File: config.mk
export PLATFORM = sky130hd
export DESIGN_NAME = pwm_bridge_driver
export DESIGN_NICKNAME = d
export VERILOG_FILES = /design/src/rtl/pwm_bridge_driver.sv
export SDC_FILE = /design/constraint.sdc
export NUM_CORES = 1
export LEC_CHECK = 0
export BUFFER_PORTS_ARGS = -buffer_cell sky130_fd_sc_hd__buf_2
export CORE_ASPECT_RATIO = 1.75
export CORE_UTILIZATION = 55
export CTS_CLUSTER_DIAMETER = 150
export CTS_CLUSTER_SIZE = 8
export DETAILED_ROUTE_END_ITERATION = 16
export GPL_ROUTABILITY_DRIVEN = 0
export GPL_TIMING_DRIVEN = 0
export HOLD_SLACK_MARGIN = 0.02
export PLACE_DENSITY = 0.86
export SYNTH_ARGS = -nofsm -noshare
export SYNTH_HDL_FRONTEND = slang
export SYNTH_SLANG_ARGS = --single-unit
export TNS_END_PERCENT = 100
File: constraint.sdc
create_clock -name clk_i -period 3.5 [get_ports clk_i]
set_input_delay 0.7 -clock clk_i [delete_from_list [all_inputs] [get_ports clk_i]]
set_output_delay 0.7 -clock clk_i [all_outputs]
set_load 0.05 [all_outputs]
File: src/rtl/pwm_bridge_driver.sv
// H-bridge PWM driver: turns PID magnitude/sign into heater/cooler gates with period dead time.
// Define PWM_SOFTSTART_EN to limit per-period duty increases to SLEW_STEP.
module pwm_bridge_driver #(
   parameter int unsigned PRESCALE         = 100,
   parameter int unsigned DEADTIME_PERIODS = 2,
   parameter int unsigned SLEW_STEP        = 8
) (
   input  logic       clk_i,
   input  logic       rst_i,
   input  logic       en_i,
   input  logic [7:0] duty_i,
   input  logic       dir_i,
   output logic       heat_pwm_o,
   output logic       cool_pwm_o,
   output logic       period_tick_o,
   output logic [7:0] duty_active_o,
   output logic       dir_active_o,
   output logic       dead_o
);

`ifdef PWM_SOFTSTART_EN
   localparam bit SoftStart = 1'b1;
`else
   localparam bit SoftStart = 1'b0;
`endif
   // Without soft-start a step of 255 turns the ramp limit into a pass-through.
   localparam logic [9:0] Step = SoftStart ? 10'(SLEW_STEP) : 10'd255;

   typedef enum logic [1:0] {StIdle, StRun, StDead} state_e;

   state_e      state_q;
   logic [15:0] pre_cnt_q;
   logic [7:0]  pwm_cnt_q;
   logic [7:0]  duty_q;
   logic        dir_q;
   logic [3:0]  dead_cnt_q;
   logic        heat_q;
   logic        cool_q;
   logic        tick_q;

   logic       tick;
   logic       boundary;
   logic       on;
   logic       reversal;
   logic [9:0] ramp;
   logic [7:0] load_duty;

   assign tick     = (pre_cnt_q == 16'(PRESCALE - 1));
   assign boundary = tick && (pwm_cnt_q == 8'd255);
   assign on       = (duty_q == 8'd255) || (pwm_cnt_q < duty_q);
   assign reversal = (dir_i != dir_q) && (duty_i != 8'd0);

   always_comb begin
      ramp = {2'b00, duty_q} + Step;
      if (ramp > 10'd255) begin
         ramp = 10'd255;
      end
      load_duty = ({2'b00, duty_i} < ramp) ? duty_i : ramp[7:0];
   end

   always_ff @(posedge clk_i) begin
      if (rst_i) begin
         state_q    <= StIdle;
         pre_cnt_q  <= '0;
         pwm_cnt_q  <= '0;
         duty_q     <= '0;
         dir_q      <= 1'b0;
         dead_cnt_q <= '0;
         heat_q     <= 1'b0;
         cool_q     <= 1'b0;
         tick_q     <= 1'b0;
      end else begin
         // Counters free-run regardless of state so the PID sample strobe never stalls.
         pre_cnt_q <= tick ? '0 : pre_cnt_q + 16'd1;
         if (tick) begin
            pwm_cnt_q <= pwm_cnt_q + 8'd1;
         end
         tick_q <= boundary;
         heat_q <= en_i && (state_q == StRun) && dir_q && on;
         cool_q <= en_i && (state_q == StRun) && !dir_q && on;

         if (!en_i) begin
            state_q    <= StIdle;
            duty_q     <= '0;
            dead_cnt_q <= '0;
         end else if (boundary) begin
            unique case (state_q)
               StIdle: begin
                  state_q <= StRun;
                  dir_q   <= dir_i;
                  duty_q  <= load_duty;
               end
               StRun: begin
                  if (reversal && (DEADTIME_PERIODS != 0)) begin
                     state_q    <= StDead;
                     duty_q     <= '0;
                     dead_cnt_q <= 4'(DEADTIME_PERIODS);
                  end else begin
                     duty_q <= load_duty;
                     // A zero command keeps the last direction so it cannot force a reversal.
                     if (duty_i != 8'd0) begin
                        dir_q <= dir_i;
                     end
                  end
               end
               StDead: begin
                  dead_cnt_q <= dead_cnt_q - 4'd1;
                  if (dead_cnt_q <= 4'd1) begin
                     state_q <= StRun;
                     dir_q   <= dir_i;
                     duty_q  <= load_duty;
                  end
               end
               default: state_q <= StIdle;
            endcase
         end
      end
   end

   assign heat_pwm_o    = heat_q;
   assign cool_pwm_o    = cool_q;
   assign period_tick_o = tick_q;
   assign duty_active_o = duty_q;
   assign dir_active_o  = dir_q;
   assign dead_o        = (state_q == StDead);

endmodule

==> metrics.md, run 1 <==
| Metric | Value |
|---|---|
| Finished Cell Area | around 2600 µm² |
| Placeable Area | about 3900 µm² |
| Post-DP Area | ~2500 µm² |
| Max Slew Vio Count | 0 |
| CTS Buf Count | 5 |
| Wire length per cell | between 10 and 15 µm |
| Rows | 30 |
| DR iter-0 viols | 43 |
| Worst IR drop on VDD | between 0.3 and 0.4 mV |
| Die X | between 50 and 60 µm |
| Clock Skew | about 0.012 ns |
| Vias in the first global route | between 2,000 and 2,500 |
| Synth top area share | between 30% and 40% |
| Fmax | 315 MHz |
| Worst slew pin tran | between 0.7 and 0.8 ns |
| Mapped Avg Cell Area | a little under 9 µm² |
| Initial antenna violation count | 0 |
| Pre-antenna DRT Iters | 4 |
| Initial core utilization | 58.5% |
| Register bit total from synthesis | between 40 and 50 |
| Post-synthesis cell type count | 42 |
| Die area | roughly 4500 µm² |
| Yosys Warn Count | 0 |
| RSZ-0062 raised after global routing | false |
| Final period utilization | 90.7% |
| Number of diodes | 0 |
| CP required | about 3.7 ns |
| IO Count | 25 |
| Die Y | around 90 µm |
| CTS root buffer | clkbuf_8 |
| Number of setup buffers added after CTS | 0 |
| Nets | ~330 |
| Rel. slew slack | between 50% and 60% |
| Worst Path Arrival | between 3 and 4 ns |
| Number of synthesized flops with an enable pin | 0 |
| Via count | around 2,000 |
| Top cells by area, synth | dfxtp_1 (36%), ha_1 (11%), nor2_1 (6.7%), xor2_1 (4.6%), xnor2_1 (3.0%) |
| Clock Pin Slew Worst Setup and Hold Paths | roughly 0.08 ns |
| Remaining Overflow, GRT | 0 |
| Detail Placement HPWL | between 3000 and 4000 µm |
| Seq/Total Area, Yosys | 36.4% |
| First-pass GRT wire length | 8240 µm |
| Via/cell ratio | around 5.7 |
| Cell taking the most area after synthesis | dfxtp_1 |
| Share of layout cells above drive strength 1 | 13.0% |
| Pwr dens | between 300 and 400 nW/µm² |
| Tot GR Track Use | 24.0% |
| Remaining antenna violation count after routing | 0 |
| Finish-stage setup viols | 0 |
| Layout overhead on the synthesized area | 11.6% |
| Worst Hold Class | reg -> reg |
| Syn Std Cell Area | between 2000 and 2500 µm² |
| Setup_tns | 0 ns |
| Hold-fix buffers, CTS | 0 |
| Crit Path Class | reg -> reg |
| Crit. End Element | register |
| Crit start category | register |
| H-tree depth | 2 |
| Post-layout min period | around 3.2 ns |
| Post-synthesis cell count | 267 |
| Max-Cap Viols | 0 |
| I/O Buffers | 24 |
| # DRC | 0 |
| Worst r2r path cells | 10 |
| WL final | 4900 µm |
| Pin count of the biggest net entering global routing | 13 |
| Clock sink total | 42 |
| Post-CTS sizing | 0 |
| Async S/R FF share, synth | 0% |
| Worst Hold Path Cells | 1 |
| Clock Path Buffers | 2 |
| Status | finished clean |
| Final hold vios | 0 |
| Worst-path fanout max | 9 |
| FILL cells | ~350 |
| Ys flop type | dfxtp_1 |
| Clk_lat worst skew | just under 0.3 ns |
| P_leak | between 0.001 and 0.0015 µW |
| TritonCTS clock tree | built |
-- worst max-delay path, cell delays in order (launching register included) --
cell	delay, ns
dfxtp_1	0.34
inv_1	0.18
ha_1	0.18
or4b_1	0.54
a211oi_1	0.33
ha_1	0.31
nand4_1	0.14
o221ai_1	0.22
a21o_1	0.30
and2_1	0.24
o32ai_2	0.28
-- worst paths after layout --
check	from	end	slack (ns)
worst max-delay path	duty_active_o[1]	duty_active_o[5]	0.32
worst min-delay path	pre_cnt_q[0]	pre_cnt_q[0]	0.46
worst max register to register	duty_active_o[1]	duty_active_o[5]	0.32
worst min register to register	pre_cnt_q[0]	pre_cnt_q[0]	0.46
-- sequential cells by signal, indices dropped and copies added, names as in the netlist --
| name | count |
|---|---|
| pre_cnt_q | 16 |
| dead_cnt_q | 4 |
| state_q | 2 |
| period_tick_o | 1 |
| duty_active_o | 8 |
| pwm_cnt_q | 8 |
| cool_pwm_o | 1 |
| dir_active_o | 1 |
| heat_pwm_o | 1 |
-- cell usage after synthesis (all sizes together) (3+ instances only) --
cell type	instances
nand2b	7
xor2	12
dfxtp	42
a21oi	13
o32ai	4
nor3	3
o22ai	4
ha	20
inv	13
nand3	13
clkbuf	5
a211oi	5
nor4	6
nor2	41
or3	3
o21ai	11
or4	5
and2	4
nand4	6
xnor2	8
and3	4
nand2	13
-- logic make-up (layout without fill, tap and decap cells) --
logic type / count (synthesis) / after routing / share of synthesized area, %
simple gates: 111 / 111 / 24.8
compound gates: 52 / 52 / 16.1
flops: 42 / 42 / 36.4
fa+ha+maj: 20 / 20 / 10.8
xor+xnor: 20 / 20 / 7.59
buf+inv: 19 / 50 / 3.25
mux: 2 / 2 / 0.868
other cells: 1 / 3 / 0.163
-- power by group --
part | internal, µW | switching (µW) | leakage (µW) | total (µW)
Clock | 134 | 155 | 0.0000438 | 289
Sequential | 480 | 2.80 | 0.000339 | 483
Combinational | 19.2 | 29.8 | 0.000647 | 49.0
-- metrics by stage --
stage | hold slack, ns | instances | util (%) | power (µW) | setup WS, ns
finish | 0.462 | 348 | 65.3 | 822 | 0.325
global route | 0.488 | 348 | 65.3 | 856 | 0.126
CTS | 0.466 | 348 | 65.3 | 829 | 0.369
detailed placement | 0.448 | 341 | 63.3 | 543 | 0.389
global placement | 0.441 | 341 | 63.3 | 541 | 0.447
floorplan | 0.430 | 269 | - | 525 | 0.564
-- final cells by class --
| type | count | area (µm²) | area share [%] |
|---|---|---|---|
| plain buffers | 6 | 26.3 | 1.02 |
| clock buffers | 5 | 68.8 | 2.67 |
| clock inverters | 2 | 10.0 | 0.389 |
| inverters | 13 | 48.8 | 1.90 |
| multi-input cells | 208 | 1400 | 54.4 |
| flip-flops and latches | 42 | 841 | 32.7 |
| well taps | 48 | 60.1 | 2.33 |
| repair buffers | 24 | 120 | 4.67 |
-- routing by layer --
metal / track usage (%) / vias up / share of wire, %
li1: - / 1024 / -
met1: 21.7 / 916 / 37
met2: 47.7 / 42 / 57
met3: 4.34 / 9 / 2.9
met4: 12.9 / 0 / 2.5
met5: 0 / - / 0
-- cell usage in the layout, fill, tap and decap left out, drive strengths merged, types with 5 or more instances in the layout --
cell type / count
o21ai: 11
nand2: 13
buf: 25
nand4: 6
clkbuf: 10
a211oi: 5
dfxtp: 42
a21oi: 13
inv: 13
xnor2: 8
nand3: 13
or4: 5
nor2: 41
xor2: 12
nor4: 6
ha: 20
nand2b: 7
(Power assumes the default switching activity.)
==> inputs of run 2 (changes only) <==
--- a/config.mk
+++ b/config.mk
@@ -14,7 +14,7 @@
 export GPL_ROUTABILITY_DRIVEN = 0
 export GPL_TIMING_DRIVEN = 0
 export HOLD_SLACK_MARGIN = 0.02
-export PLACE_DENSITY = 0.86
+export PLACE_DENSITY = 0.81
 export SYNTH_ARGS = -nofsm -noshare
 export SYNTH_HDL_FRONTEND = slang
 export SYNTH_SLANG_ARGS = --single-unit
==> run 2 against run 1 <==
Hold slack got worse by 0.00067 ns; first-iteration DRC count shrank 23%; sequential cell count unchanged; combinational power hardly changed; die area did not move; register-to-register slack about the same; count of clock-buffer cells in the layout rose by 2; cell count increased by 0.29%; critical endpoint is now duty_active_o[7]; largest cell class unchanged; largest power group unchanged; highest routed layer unchanged.
==> metrics.md, run 2 (same netlist as run 1, synthesis figures left out) <==
| Metric | Value |
|---|---|
| Status | finished clean |
| Met1 Resource Use GR | 22.4% (+0.72 points) |
| Tot GR Track Use | 24.8% (+0.80 points) |
| DR iter-0 viols | 33 (-23%) |
| Busiest grt layer | met2 |
| Die X | 51.0 µm (unchanged) |
| TritonCTS clock tree | built |
| Final period utilization | 90.4% (-0.31 points) |
| Pwr dens | 348 nW/µm² (+8.9%) |
| Remaining antenna violation count after routing | 0 (unchanged) |
| Rel. slew slack | 53.2% (+0.86 points) |
| Cell family with most CP delay | compound AO/OA/AOI/OAI gates |
| RSZ-0062 raised after global routing | false |
| WL final | 5030 µm (+2.6%) |
| Biggest register | pre_cnt_q |
| Vias in the first global route | 2,042 (+0.99%) |
| Setup_tns | 0 ns (unchanged) |
| Max Slew Vio Count | 0 (unchanged) |
| Initial antenna violation count | 0 (unchanged) |
| Layout overhead on the synthesized area | 12.7% |
| Max FFs per register | 16 (unchanged) |
| Worst slew pin tran | 0.697 ns (-0.0106 ns) |
| Fmax | 316 MHz (+0.34%) |
| Pre-antenna DRT Iters | 4 (unchanged) |
| Clock Pin Slew Worst Setup and Hold Paths | 0.08 ns (about the same) |
| Final hold vios | 0 (unchanged) |
| Rows | 30 (unchanged) |
| IO Count | 25 (unchanged) |
| Finish-stage setup viols | 0 (unchanged) |
| CP required | 3.71 ns (about the same) |
| H-tree depth | 2 (unchanged) |
| Slowest-stage cell, CP | or4b_1 |
| Number of setup buffers added after CTS | 0 (unchanged) |
| Buf/Inv on CP | 1 (unchanged) |
| Setup WS post-layout | 0.335 ns (+0.0107 ns) |
| Pin count of the biggest net entering global routing | 13 (unchanged) |
| Number of diodes | 0 (unchanged) |
| Die area | 4470 µm² (unchanged) |
| CTS root buffer | clkbuf_8 |
| I/O Buffers | 24 (unchanged) |
| P_leak | 0.00104 µW (+0.84%) |
| Worst Path Arrival | 3.37 ns (about the same) |
| Die Y | 87.7 µm (unchanged) |
| # DRC | 0 (unchanged) |
| Max-Cap Viols | 0 (unchanged) |
| CP dominant cell by count | ha_1 |
| Worst-path fanout max | 9 (unchanged) |
| First-pass GRT wire length | 8380 µm (+1.8%) |
| Crit start category | register |
| Initial core utilization | 58.5% (unchanged) |
| CTS Buf Count | 5 (unchanged) |
| Clock Skew | 0.0108 ns (-0.00141 ns) |
| Final Util | 66.0% (+0.70 points) |
| Crit. End Element | register |
| CP Cell Sequence | inv_1 > ha_1 > or4b_1 > a211oi_1 > ha_1 > nand4_1 > o221ai_1 > a21o_1 > and2_1 > o32ai_2 |
| Placeable Area | 3940 µm² (unchanged) |
| Worst Hold Class | reg -> reg |
| Worst IR drop on VDD | 0.465 mV (+19%) |
| GR Util met2 | 49.6% (+1.9 points) |
| Pre-CTS WS | 0.334 ns (-0.0552 ns) |
| Wire length per cell | 14.4 µm (+2.3%) |
| Largest stage delay, worst path | 0.54 ns (about the same) |
| Share of layout cells above drive strength 1 | 12.6% (-0.38 points) |
| Detail Placement HPWL | 3900 µm (-0.36%) |
| Nets | 332 (unchanged) |
| Worst hold slack | 0.461 ns (-0.000671 ns) |
| Post-CTS sizing | 0 (unchanged) |
| Hold-fix buffers, CTS | 0 (unchanged) |
| Remaining Overflow, GRT | 0 (unchanged) |
| Clock sink total | 42 (unchanged) |
| Via count | 2,011 (+1.0%) |
| GRT met3 Usage | 3.99% (-0.35 points) |
| Clk_lat worst skew | 0.30 ns (about the same) |
| Post-layout min period | 3.16 ns (-0.0107 ns) |
| Most common cell after layout, fill and taps aside | dfxtp_1 |
| Via/cell ratio | 5.76 (+0.72%) |
| Crit Path Class | reg -> reg |
| Commonest cells after routing, fill and taps aside | dfxtp_1 (42), nor2_1 (41), buf_2 (24), ha_1 (20) |
| Clock Path Buffers | 2 (unchanged) |
run 2: cell count changes in the layout (fill, tap and decap cells not counted):
cell / delta
bufinv_16: +1
clkbuf_1: +2
clkinv_2: -2
run 2: layer usage:
layer	wire length, µm	vias to the layer above
met5	0	-
met4	165	0
met3	151	14
met2	2830	43
met1	1870	934
li1	-	1020
run 2: path summary, 6_finish.rpt:
path / to / cells past startpoint / from / slack (ns)
hold / removal: pre_cnt_q[0] / 1 / pre_cnt_q[0] / 0.46
setup / recovery: duty_active_o[7] / 10 / duty_active_o[0] / 0.34
hold reg to reg: pre_cnt_q[0] / 1 / pre_cnt_q[0] / 0.46
setup reg to reg: duty_active_o[7] / 10 / duty_active_o[0] / 0.34
run 2: layout make-up:
type	instances	area [µm²]
multi-input cells	208	1400
fillers	365	1340
flip-flops and latches	42	841
repair buffers	24	120
clock buffers	7	76.3
well taps	48	60.1
inverters	13	48.8
clock inverters	1	30.0
plain buffers	6	26.3
run 2: where the power goes:
| part | total [µW] | switching [µW] | internal [µW] | leakage, µW |
|---|---|---|---|---|
| clock | 372 | 158 | 213 | 0.0000524 |
| sequential | 483 | 2.79 | 480 | 0.000339 |
| combinational | 49.3 | 30.0 | 19.2 | 0.000647 |
| total | 904 | 191 | 713 | 0.00104 |
run 2: through the flow:
step	total power (µW)	cell area (µm²)	std cells
after floorplan	525	2310	269
after global placement	542	2490	341
after detailed placement	543	2490	341
after CTS	914	2600	349
after global routing	937	2600	349
final	904	2600	349
==> inputs of run 3 (changes only) <==
--- a/config.mk
+++ b/config.mk
@@ -7,14 +7,14 @@
 export LEC_CHECK = 0
 export BUFFER_PORTS_ARGS = -buffer_cell sky130_fd_sc_hd__buf_2
 export CORE_ASPECT_RATIO = 1.75
-export CORE_UTILIZATION = 55
+export CORE_UTILIZATION = 58
 export CTS_CLUSTER_DIAMETER = 150
 export CTS_CLUSTER_SIZE = 8
 export DETAILED_ROUTE_END_ITERATION = 16
 export GPL_ROUTABILITY_DRIVEN = 0
 export GPL_TIMING_DRIVEN = 0
 export HOLD_SLACK_MARGIN = 0.02
-export PLACE_DENSITY = 0.81
+export PLACE_DENSITY = 0.85
 export SYNTH_ARGS = -nofsm -noshare
 export SYNTH_HDL_FRONTEND = slang
 export SYNTH_SLANG_ARGS = --single-unit
==> run 3 against run 2 <==
Clock power rose by 26%; clock skew fell by 0.0024 ns; core utilization rose by 2.9 points; global-route usage up 1.0 points; critical path depth stayed put; combinational power about the same; cell count is the same; final area is 1.4% higher; worst setup slack better by 0.057 ns; via count up 1.5%; largest cell class unchanged.
==> metrics.md, run 3 (same netlist as run 1, synthesis figures left out) <==
| Metric | Value |
|---|---|
| Worst-path fanout max | 9 (unchanged) |
| P_leak | 0.00106 µW (+1.8%) |
| Max Slew Vio Count | 0 (unchanged) |
| Hold-critical path endpoint | pre_cnt_q[0] |
| Nets | 332 (unchanged) |
| Pre-antenna DRT Iters | 4 (unchanged) |
| Number of diodes | 0 (unchanged) |
| Wire length per cell | 14.3 µm (-0.38%) |
| Met1 Resource Use GR | 23.9% (+1.5 points) |
| Post-DP Area | 2490 µm² (unchanged) |
| Worst Hold Path Cells | 1 (unchanged) |
| Clock Path Buffers | 2 (unchanged) |
| CTS Buf Count | 5 (unchanged) |
| Most common cell after layout, fill and taps aside | dfxtp_1 |
| Worst reg2reg path startpoint | duty_active_o[1] |
| Post-CTS sizing | 0 (unchanged) |
| Max FFs per register | 16 (unchanged) |
| IO Count | 25 (unchanged) |
| Crit start category | register |
| First-pass GRT wire length | 8400 µm (+0.17%) |
| Initial antenna violation count | 0 (unchanged) |
| I/O Buffers | 24 (unchanged) |
| Clock Pin Slew Worst Setup and Hold Paths | 0.08 ns (about the same) |
| Setup_tns | 0 ns (unchanged) |
| Die Y | 85.4 µm (-2.6%) |
| Final hold vios | 0 (unchanged) |
| Via/cell ratio | 5.85 (+1.5%) |
| H-tree depth | 2 (unchanged) |
| Worst hold slack | 0.463 ns (+0.00169 ns) |
| HP Start | pre_cnt_q[0] |
| Fmax | 322 MHz (+1.8%) |
| Crit. End Element | register |
| Rows | 30 (unchanged) |
| Clock sink total | 42 (unchanged) |
| CTS root buffer | clkbuf_8 |
| CP startpoint | duty_active_o[1] |
| Reg-to-reg slack, setup | 0.39 ns (+0.06 ns) |
| Die X | 49.7 µm (-2.5%) |
| Tot GR Track Use | 25.8% (+1.0 points) |
| Remaining antenna violation count after routing | 0 (unchanged) |
| Vias in the first global route | 2,044 (+0.098%) |
| Max-Cap Viols | 0 (unchanged) |
| Placeable Area | 3830 µm² (-2.9%) |
| Share of layout cells above drive strength 1 | 13.3% (+0.66 points) |
| Finish-stage setup viols | 0 (unchanged) |
| Biggest register | pre_cnt_q |
| Worst Path Arrival | 3.32 ns (-0.05 ns) |
| Final Util | 68.9% (+2.9 points) |
| Crit Path Class | reg -> reg |
| Die area | 4240 µm² (-5.0%) |
| # DRC | 0 (unchanged) |
| Rel. slew slack | 52.2% (-1.0 points) |
| Worst slew pin tran | 0.710 ns (+0.0127 ns) |
| GRT met3 Usage | 4.84% (+0.85 points) |
| GR Util met2 | 50.2% (+0.60 points) |
| Worst r2r path cells | 10 (unchanged) |
| Post-layout min period | 3.11 ns (-0.0571 ns) |
| Clk_lat worst skew | 0.29 ns (about the same) |
| Clock Skew | 0.00836 ns (-0.00244 ns) |
| Status | finished clean |
| WL final | 5010 µm (-0.38%) |
| Final period utilization | 88.8% (-1.6 points) |
| Commonest cells after routing, fill and taps aside | dfxtp_1 (42), nor2_1 (41), buf_2 (24), ha_1 (20) |
| RR Endpoint | duty_active_o[3] |
| Power after layout | 1000 µW (+11%) |
| Number of setup buffers added after CTS | 0 (unchanged) |
| Hold-fix buffers, CTS | 0 (unchanged) |
| CP required | 3.71 ns (about the same) |
| Via count | 2,042 (+1.5%) |
| Busiest grt layer | met2 |
| Pin count of the biggest net entering global routing | 14 (+1) |
| Worst IR drop on VDD | 0.308 mV (-34%) |
| Pwr dens | 380 nW/µm² (+9.2%) |
| RSZ-0062 raised after global routing | false |
| Layout overhead on the synthesized area | 14.3% |
| Detail Placement HPWL | 3920 µm (+0.54%) |
| TritonCTS clock tree | built |
| Worst Hold Class | reg -> reg |
| DR iter-0 viols | 46 (+39%) |
| Initial core utilization | 60.3% (+1.7 points) |
| Remaining Overflow, GRT | 0 (unchanged) |
| Finished Cell Area | 2640 µm² (+1.4%) |
==> run 3: changes by cell type in the layout (fill, tap and decap cells not counted), sizes merged <==
cell	before	now
bufinv	1	2
clkbuf	12	11
==> run 3: metal layers <==
layer | wire length [µm] | part of all wire, %
met3 | 150 | 3.0
met5 | 0 | 0
met4 | 171 | 3.4
met2 | 2840 | 57
met1 | 1840 | 37
==> run 3: worst max-delay path by stage <==
stage                            end  slack, ns  cells after the start
floorplan           duty_active_o[3]       0.56                     10
global placement    duty_active_o[7]       0.45                     10
detailed placement  duty_active_o[7]       0.42                     10
CTS                 duty_active_o[3]       0.39                     10
global route        duty_active_o[3]       0.20                     10
finish              duty_active_o[3]       0.39                     10
==> run 3: area by class of cell <==
type	instances	area, µm²
plain buffers	6	26.3
clock buffers	6	82.6
clock inverters	2	60.1
fillers	324	1190
inverters	13	48.8
multi-input cells	208	1400
flip-flops and latches	42	841
well taps	48	60.1
repair buffers	24	120
==> run 3: where the power goes <==
| group | total [µW] | switching [µW] | leakage, µW | internal (µW) |
|---|---|---|---|---|
| Sequential | 483 | 2.83 | 0.000339 | 480 |
| Combinational | 49.6 | 30.3 | 0.000647 | 19.3 |
| Clock | 469 | 164 | 0.0000714 | 304 |
| Total | 1000 | 198 | 0.00106 | 804 |
==> run 3: critical path, stage by stage, from the launching register on <==
cell	delay (ns)
dfxtp_1	0.34
inv_1	0.18
ha_1	0.19
or4b_1	0.52
a211oi_1	0.34
ha_1	0.31
nand4_1	0.13
o221ai_1	0.21
a21o_1	0.30
and2_1	0.24
o32ai_2	0.27
==> run 3: metrics by stage <==
step / std cells / setup WS (ns)
after global routing: 349 / 0.200
after CTS: 349 / 0.392
final: 349 / 0.392
after global placement: 341 / 0.450
after detailed placement: 341 / 0.416
after floorplan: 269 / 0.564
